`config.mk`:
```
export PLATFORM = sky130hd
export DESIGN_NAME = universal_register_ne
export DESIGN_NICKNAME = d
export VERILOG_FILES = /design/src/rtl/universal_register_ne.sv
export SDC_FILE = /design/constraint.sdc
export NUM_CORES = 1
export LEC_CHECK = 0
export CAP_MARGIN = 15
export CORE_ASPECT_RATIO = 0.9
export CORE_UTILIZATION = 37
export DETAILED_ROUTE_END_ITERATION = 7
export PLACE_DENSITY = 0.79
export SLEW_MARGIN = 40
export SYNTH_ARGS = -nofsm -noshare
export SYNTH_HDL_FRONTEND = slang
export SYNTH_SLANG_ARGS = --single-unit
```
`constraint.sdc`:
```
create_clock -name C -period 1.55 [get_ports C]
set_clock_uncertainty 0.1 [all_clocks]
set_input_delay 0.31 -clock C [delete_from_list [all_inputs] [get_ports C]]
set_output_delay 0.31 -clock C [all_outputs]
set_load 0.005 [all_outputs]
```
`src/rtl/universal_register_ne.sv`:
```
// Falling-edge universal register with async clear.
// Modes: hold, shift, rotate, load and up/down count.
module universal_register_ne #(
  parameter int WIDTH = 4
) (
  input  logic             C,
  input  logic             CLR,
  input  logic             EN,
  input  logic [2:0]       M,
  input  logic [WIDTH-1:0] D,
  input  logic             SIR,
  input  logic             SIL,
  output logic [WIDTH-1:0] Q,
  output logic [WIDTH-1:0] Qnot,
  output logic             SOR,
  output logic             SOL,
  output logic             TC
);

  typedef enum logic [2:0] {
    MODE_HOLD = 3'b000,
    MODE_SHR  = 3'b001,
    MODE_SHL  = 3'b010,
    MODE_LOAD = 3'b011,
    MODE_ROR  = 3'b100,
    MODE_ROL  = 3'b101,
    MODE_UP   = 3'b110,
    MODE_DN   = 3'b111
  } mode_e;

  localparam logic [WIDTH-1:0] ONES = {WIDTH{1'b1}};
  localparam logic [WIDTH-1:0] ZERO = {WIDTH{1'b0}};
  localparam logic [WIDTH-1:0] ONE  = WIDTH'(1);

  logic [WIDTH-1:0] q_r;
  logic [WIDTH-1:0] q_nxt;
  logic [7:0]       mode_dec;
  logic             is_up;
  logic             is_dn;
  logic             at_ones;
  logic             at_zero;

  assign mode_dec = 8'b1 << M;

  always_comb begin
    q_nxt = q_r;
    if (EN) begin
      unique case (1'b1)
        mode_dec[MODE_SHR]:  q_nxt = {SIR, q_r[WIDTH-1:1]};
        mode_dec[MODE_SHL]:  q_nxt = {q_r[WIDTH-2:0], SIL};
        mode_dec[MODE_LOAD]: q_nxt = D;
        mode_dec[MODE_ROR]:  q_nxt = {q_r[0], q_r[WIDTH-1:1]};
        mode_dec[MODE_ROL]:  q_nxt = {q_r[WIDTH-2:0], q_r[WIDTH-1]};
        mode_dec[MODE_UP]:   q_nxt = q_r + ONE;
        mode_dec[MODE_DN]:   q_nxt = q_r - ONE;
        default:             q_nxt = q_r;
      endcase
    end
  end

  always_ff @(negedge C or posedge CLR) begin
    if (CLR) q_r <= ZERO;
    else     q_r <= q_nxt;
  end

  assign is_up   = mode_dec[MODE_UP];
  assign is_dn   = mode_dec[MODE_DN];
  assign at_ones = (q_r == ONES);
  assign at_zero = (q_r == ZERO);

  // Gate with CLR so TC is low throughout reset, not just after q_r settles.
  assign TC   = ~CLR & EN &
                ((is_up & at_ones) | (is_dn & at_zero));
  assign Q    = q_r;
  assign Qnot = ~q_r;
  assign SOR  = q_r[0];
  assign SOL  = q_r[WIDTH-1];

endmodule

```
==> metrics, run 1 <==
share of layout cells above drive strength 1 approximately 62%; hold path depth 3; Slew headroom 76.7%; unrepaired setup endpoints after global routing true; largest net degree at the start of global routing 16; failing checks negative setup slack; Routed wire per std cell 23.0 um; TritonCTS buffer count 3; Slew Viols, Final 0; Area contributors post-synth dfrtn_1 18%, xnor2_1 6.2%, buf_6 6.0%; pwr dens 895 nW/um2; RR Endpoint Q[2]; die area roughly 1700 um2; Register Area 100 um2; Place WS -1310 ps; Sink Count 4; I/O pins 23; H-tree depth 1; post-cts hold buffer count 0; Yosys top cell by area dfrtn_1; Total Routing Usage GR about 28%; Multi-input gate area 455 um2; clock buffer depth 2; MaxCap Viol Count 0; routed vias/inst between 6 and 7; Setup crit start kind flop; Worst Tran Pin Value 346 ps; initial antenna violation count 0; VDD IR-drop max 0.474 mV; drt drc 0; warnings from Yosys 0; Crit Path Class reg2out; first-pass GRT wire length 3440 um; # rows 12; Post-Syn Nets 85; CP max FO 3; Layout Nets 139; worst reg-to-reg setup slack -510 ps; GPL Wtd Cong roughly 0.86; TritonRoute pass-1 iters 4; vias in the first global route 719; Crit path arrival time around 2200 ps; post-layout util roughly 95%; DIE HEIGHT 39.0 um; status finished, violations left; worst min-delay path category reg2reg; final wirelength 3170 um; Worst-path clk slew 30 ps; Die Width about 43 um; Largest register FFs 4; core area 1320 um2; Commonest cells post-synth 6 x nand2_1, 5 x inv_1, 5 x o21ai_0; Final setup viols 15; Area Overhead vs Synth 123%; Synth Area per Inst 7.80 um2; Clock Tree Root clkbuf_4; Netlist cell types 34; Setup crit end kind output pin; ANT cells 0; worst-skew pair later-pin latency approximately 260 ps; hpwl dp 1340 um; Detail Route Antenna Nets 0; FF-to-FF path depth 9; Fin. Hold Viols 0; TritonCTS clock tree yes; Final Worst Setup Slack -1080 ps; post-synthesis sequential area ratio 17.8%; Worst Path Required 1140 ps; Hold Path End Q[3]; Hold Startpoint Q[3]; via count 882; Post-synth EDFFs 0; most frequent cell after synthesis nand2_1; area of the mapped netlist 562 um2; Initial DRC Count 43; Syn Inst Count 72; Synth top area share 17.8%; IO Port Bufs 22; P_leak 0.563 nW; ys async rst share 100%; Yosys reg bits 4; top_reg_cell synth dfrtn_1; worst reg2reg path startpoint Q[1]; Initial Utilization 42.5%; Overflow after GRT 0; number of fill cells 34
logic make-up after synthesis:
family	after synthesis	share of synthesized area (%)
xor gates and xnor gates	4	6.24
DFF	4	17.8
AOI/OAI and AO/OA	22	31.0
buffers and inverters	16	17.8
and+or+nand+nor	24	22.9
muxes	1	2.00
adders and majority gates	1	2.23
power by group:
group	total [mW]	leakage, nW	switching [mW]	internal, mW
Clock	0.141	0.0138	0.0538	0.0874
Combinational	0.820	0.503	0.353	0.467
Sequential	0.161	0.0458	0.0315	0.130
Total	1.12	0.563	0.438	0.684
cells in the final DEF, fill, tap and decap left out, types with 2 or more instances in the layout:
cell / synthesis / final
o221ai_1: 2 / 2
a31oi_1: 3 / 3
nand2_1: 6 / 6
buf_4: 4 / 18
nor2b_1: 2 / 2
dfrtn_1: 4 / 4
buf_12: 0 / 4
buf_6: 3 / 23
nor2_1: 3 / 3
inv_2: 2 / 3
buf_8: 0 / 3
clkdlybuf4s50_1: 0 / 4
nor3_1: 4 / 3
dlygate4sd2_1: 0 / 4
clkbuf_4: 0 / 3
inv_4: 0 / 3
xnor2_2: 0 / 3
o21ai_0: 5 / 5
worst max-delay path, cell delays in order, from the launching register on:
cell and delay, ps:
dfrtn_1 420, nor4_2 360, a21oi_2 120, nor3_1 150
buf_2 150
routing by layer:
metal / track usage (%) / vias up / share of wire, %
li1: - / 363 / -
met5: 0 / - / 0
met3: 2.80 / 27 / 7.9
met1: 35.9 / 415 / 37
met2: 51.5 / 77 / 49
met4: 7.58 / 0 / 6.0
timing repair:
item / in CTS / in global routing
resized for setup: 98 / 17
pin swaps: 10 / 7
gates cloned: 0 / 1
setup buffers: 13 / 10
endpoints found under the setup margin: 15 / 15
metrics by stage:
step	cell area (um2)	TNS [ps]	hold WS (ps)	instances	power [mW]
2_1_floorplan	616	-5000	550	72	0.418
3_3_place_gp	897	-12960	575	117	0.644
3_5_place_dp	897	-13310	579	117	0.659
4_1_cts	1130	-9890	581	132	0.980
5_1_grt	1250	-10430	679	138	1.15
6_report	1250	-10160	631	138	1.12
area by class of cell:
type / count / area share (%)
Inverter: 7 / 2.69
Timing Repair Buffer: 58 / 49.8
Sequential cell: 4 / 7.98
Clock buffer: 3 / 1.80
Tap cell: 14 / 1.40
Multi-Input combinational cell: 52 / 36.3
how the worst max path moves through the flow:
stage	start	cells after the start	endpoint	slack [ps]
after detailed placement	M[0]	8	Q[2]	-1310
after global routing	Q[1]	4	TC	-1150
after floorplan	M[2]	8	Q[2]	-760
after CTS	Q[1]	5	TC	-1010
after global placement	M[0]	6	Q[3]	-1230
final	Q[1]	4	TC	-1080
(Power assumes the default switching activity.)
==> run 2, diff against run 1 <==
Settings changed: SKIP_CTS_REPAIR_TIMING from default to 1.
==> metrics, run 2 (same netlist as run 1, synthesis figures left out) <==
status finished, violations left (unchanged); failing checks negative setup slack (unchanged); M2 GR Usage 40.9% (was 51.5%); Setup crit end kind output pin (unchanged); most frequent cells in the layout 16 x buf_4, 13 x buf_6, 6 x nand2_1, 6 x clkdlybuf4s50_1, 6 x dlymetal6s2s_1 (was 23 x buf_6, 18 x buf_4, 6 x nand2_1); Worst-path clk slew 40 ps (was 30 ps); largest net degree at the start of global routing 16 (unchanged); Final Worst Setup Slack -1250 ps (was -1080 ps); Worst Tran Pin Value 296 ps (was 346 ps); initial antenna violation count 0 (unchanged); Clock Tree Root clkbuf_4 (unchanged); VDD IR-drop max 0.588 mV (was 0.474 mV); TritonCTS clock tree yes (unchanged); slowest cell on the critical path dfrtn_1 (unchanged); unrepaired setup endpoints after global routing true (unchanged); Final setup viols 15 (unchanged); worst-skew pair later-pin latency 260 ps (about the same); Overflow after GRT 0 (unchanged); Fin. Hold Viols 0 (unchanged); Crit path arrival time 2390 ps (was 2220 ps); I/O pins 23 (unchanged); vias in the first global route 625 (was 719); CP max FO 3 (unchanged); Top Usage Layer GRT met2 (unchanged); Top delay family on crit path flip-flops (was simple AND/OR/NAND/NOR gates); Area Overhead vs Synth 106% (was 123%); Largest register FFs 4 (unchanged); Place WS -1310 ps (unchanged); share of layout cells above drive strength 1 54.8% (was 62.1%); Routed wire per std cell 19.3 um (was 23.0 um); GPL Wtd Cong 0.861 (unchanged); dpl cells 117 (unchanged); MaxCap Viol Count 0 (unchanged); number of fill cells 68 (was 34); pwr dens 843 nW/um2 (was 895 nW/um2); first-pass GRT wire length 2730 um (was 3440 um); worst path bufs/invs 2 (was 1); clock buffer depth 2 (unchanged); Slew Viols, Final 0 (unchanged); Crit Path Class reg2out (unchanged); final wirelength 2480 um (was 3170 um); post-layout util 87.8% (was 94.9%); core area 1320 um2 (unchanged); TritonRoute pass-1 iters 4 (unchanged); Detail Route Antenna Nets 0 (unchanged); Layout Cells excl Fill 129 (was 138); Total Routing Usage GR 22.0% (was 28.3%); Initial Utilization 42.5% (unchanged); Initial DRC Count 40 (was 43); Sink Count 4 (unchanged); via count 776 (was 882); most common cell after layout, fill and taps aside buf_4 (was buf_6); hpwl dp 1340 um (unchanged); P_leak 0.537 nW (was 0.563 nW); die area 1680 um2 (unchanged); Die Width 43.1 um (unchanged); routed vias/inst 6.02 (was 6.39); CP Cell Sequence inv_4, nor4_4, a21oi_1, nor3_1, buf_2 (was nor4_2, a21oi_2, nor3_1, buf_2); Tot Pwr 0.978 mW (was 1.12 mW); IO Port Bufs 22 (unchanged); TritonCTS buffer count 3 (unchanged); slowest stage delay, CP 530 ps (was 420 ps); Setup crit start kind flop (unchanged); setup TNS -10780 ps (was -10160 ps); DIE HEIGHT 39.0 um (unchanged); ANT cells 0 (unchanged); # rows 12 (unchanged); met1 Resource Use GR 26.7% (was 35.9%); H-tree depth 1 (unchanged); Worst Path Required 1140 ps (about the same); met3 Usage GRT 3.27% (was 2.80%); Slew headroom 80.1% (was 76.7%); Layout Nets 130 (was 139); drt drc 0 (unchanged); worst min-delay path category reg2reg (unchanged)
[run 2: stage by stage]
step                      hold WS [ps]  area (um2)
after floorplan                    550         616
after global placement             575         897
after detailed placement           579         897
after CTS                          578         920
after global routing               656        1160
final                              627        1160
[run 2: path summary, 6_finish.rpt]
path	slack, ps	cells past startpoint	to	start
max	-1250	5	TC	Q[1]
min	630	3	Q[0]	Q[0]
max reg2reg	-560	9	Q[2]	Q[1]
min reg2reg	630	3	Q[0]	Q[0]
max in group asynchronous	300	2	Q[0]	CLR
min in group asynchronous	850	2	Q[1]	CLR
[run 2: tightest hold or removal path: stages (launching register included)]
cell	delay, ps
dfrtn_1	470
buf_6	150
nor2_1	40
a31oi_1	130
[run 2: layout make-up]
| cell class | instances | area (um2) | area share [%] |
|---|---|---|---|
| inverters | 7 | 31.3 | 2.70 |
| well taps | 14 | 17.5 | 1.51 |
| clock buffers | 3 | 22.5 | 1.94 |
| flip-flops and latches | 4 | 100 | 8.63 |
| multi-input cells | 52 | 472 | 40.7 |
| repair buffers | 49 | 517 | 44.6 |
[run 2: metal layers]
metal  vias to the layer above  part of all wire (%)  routed length [um]
li1                        349                     -                   -
met4                         0                   3.5                  87
met5                         -                     0                   0
met3                        10                   6.5                 162
met2                        54                    49                1230
met1                       363                    40                1010
[run 2: report_power, final]
part | total, mW | switching, mW | internal [mW]
Combinational | 0.672 | 0.298 | 0.374
Sequential | 0.166 | 0.0366 | 0.129
Clock | 0.140 | 0.0527 | 0.0873
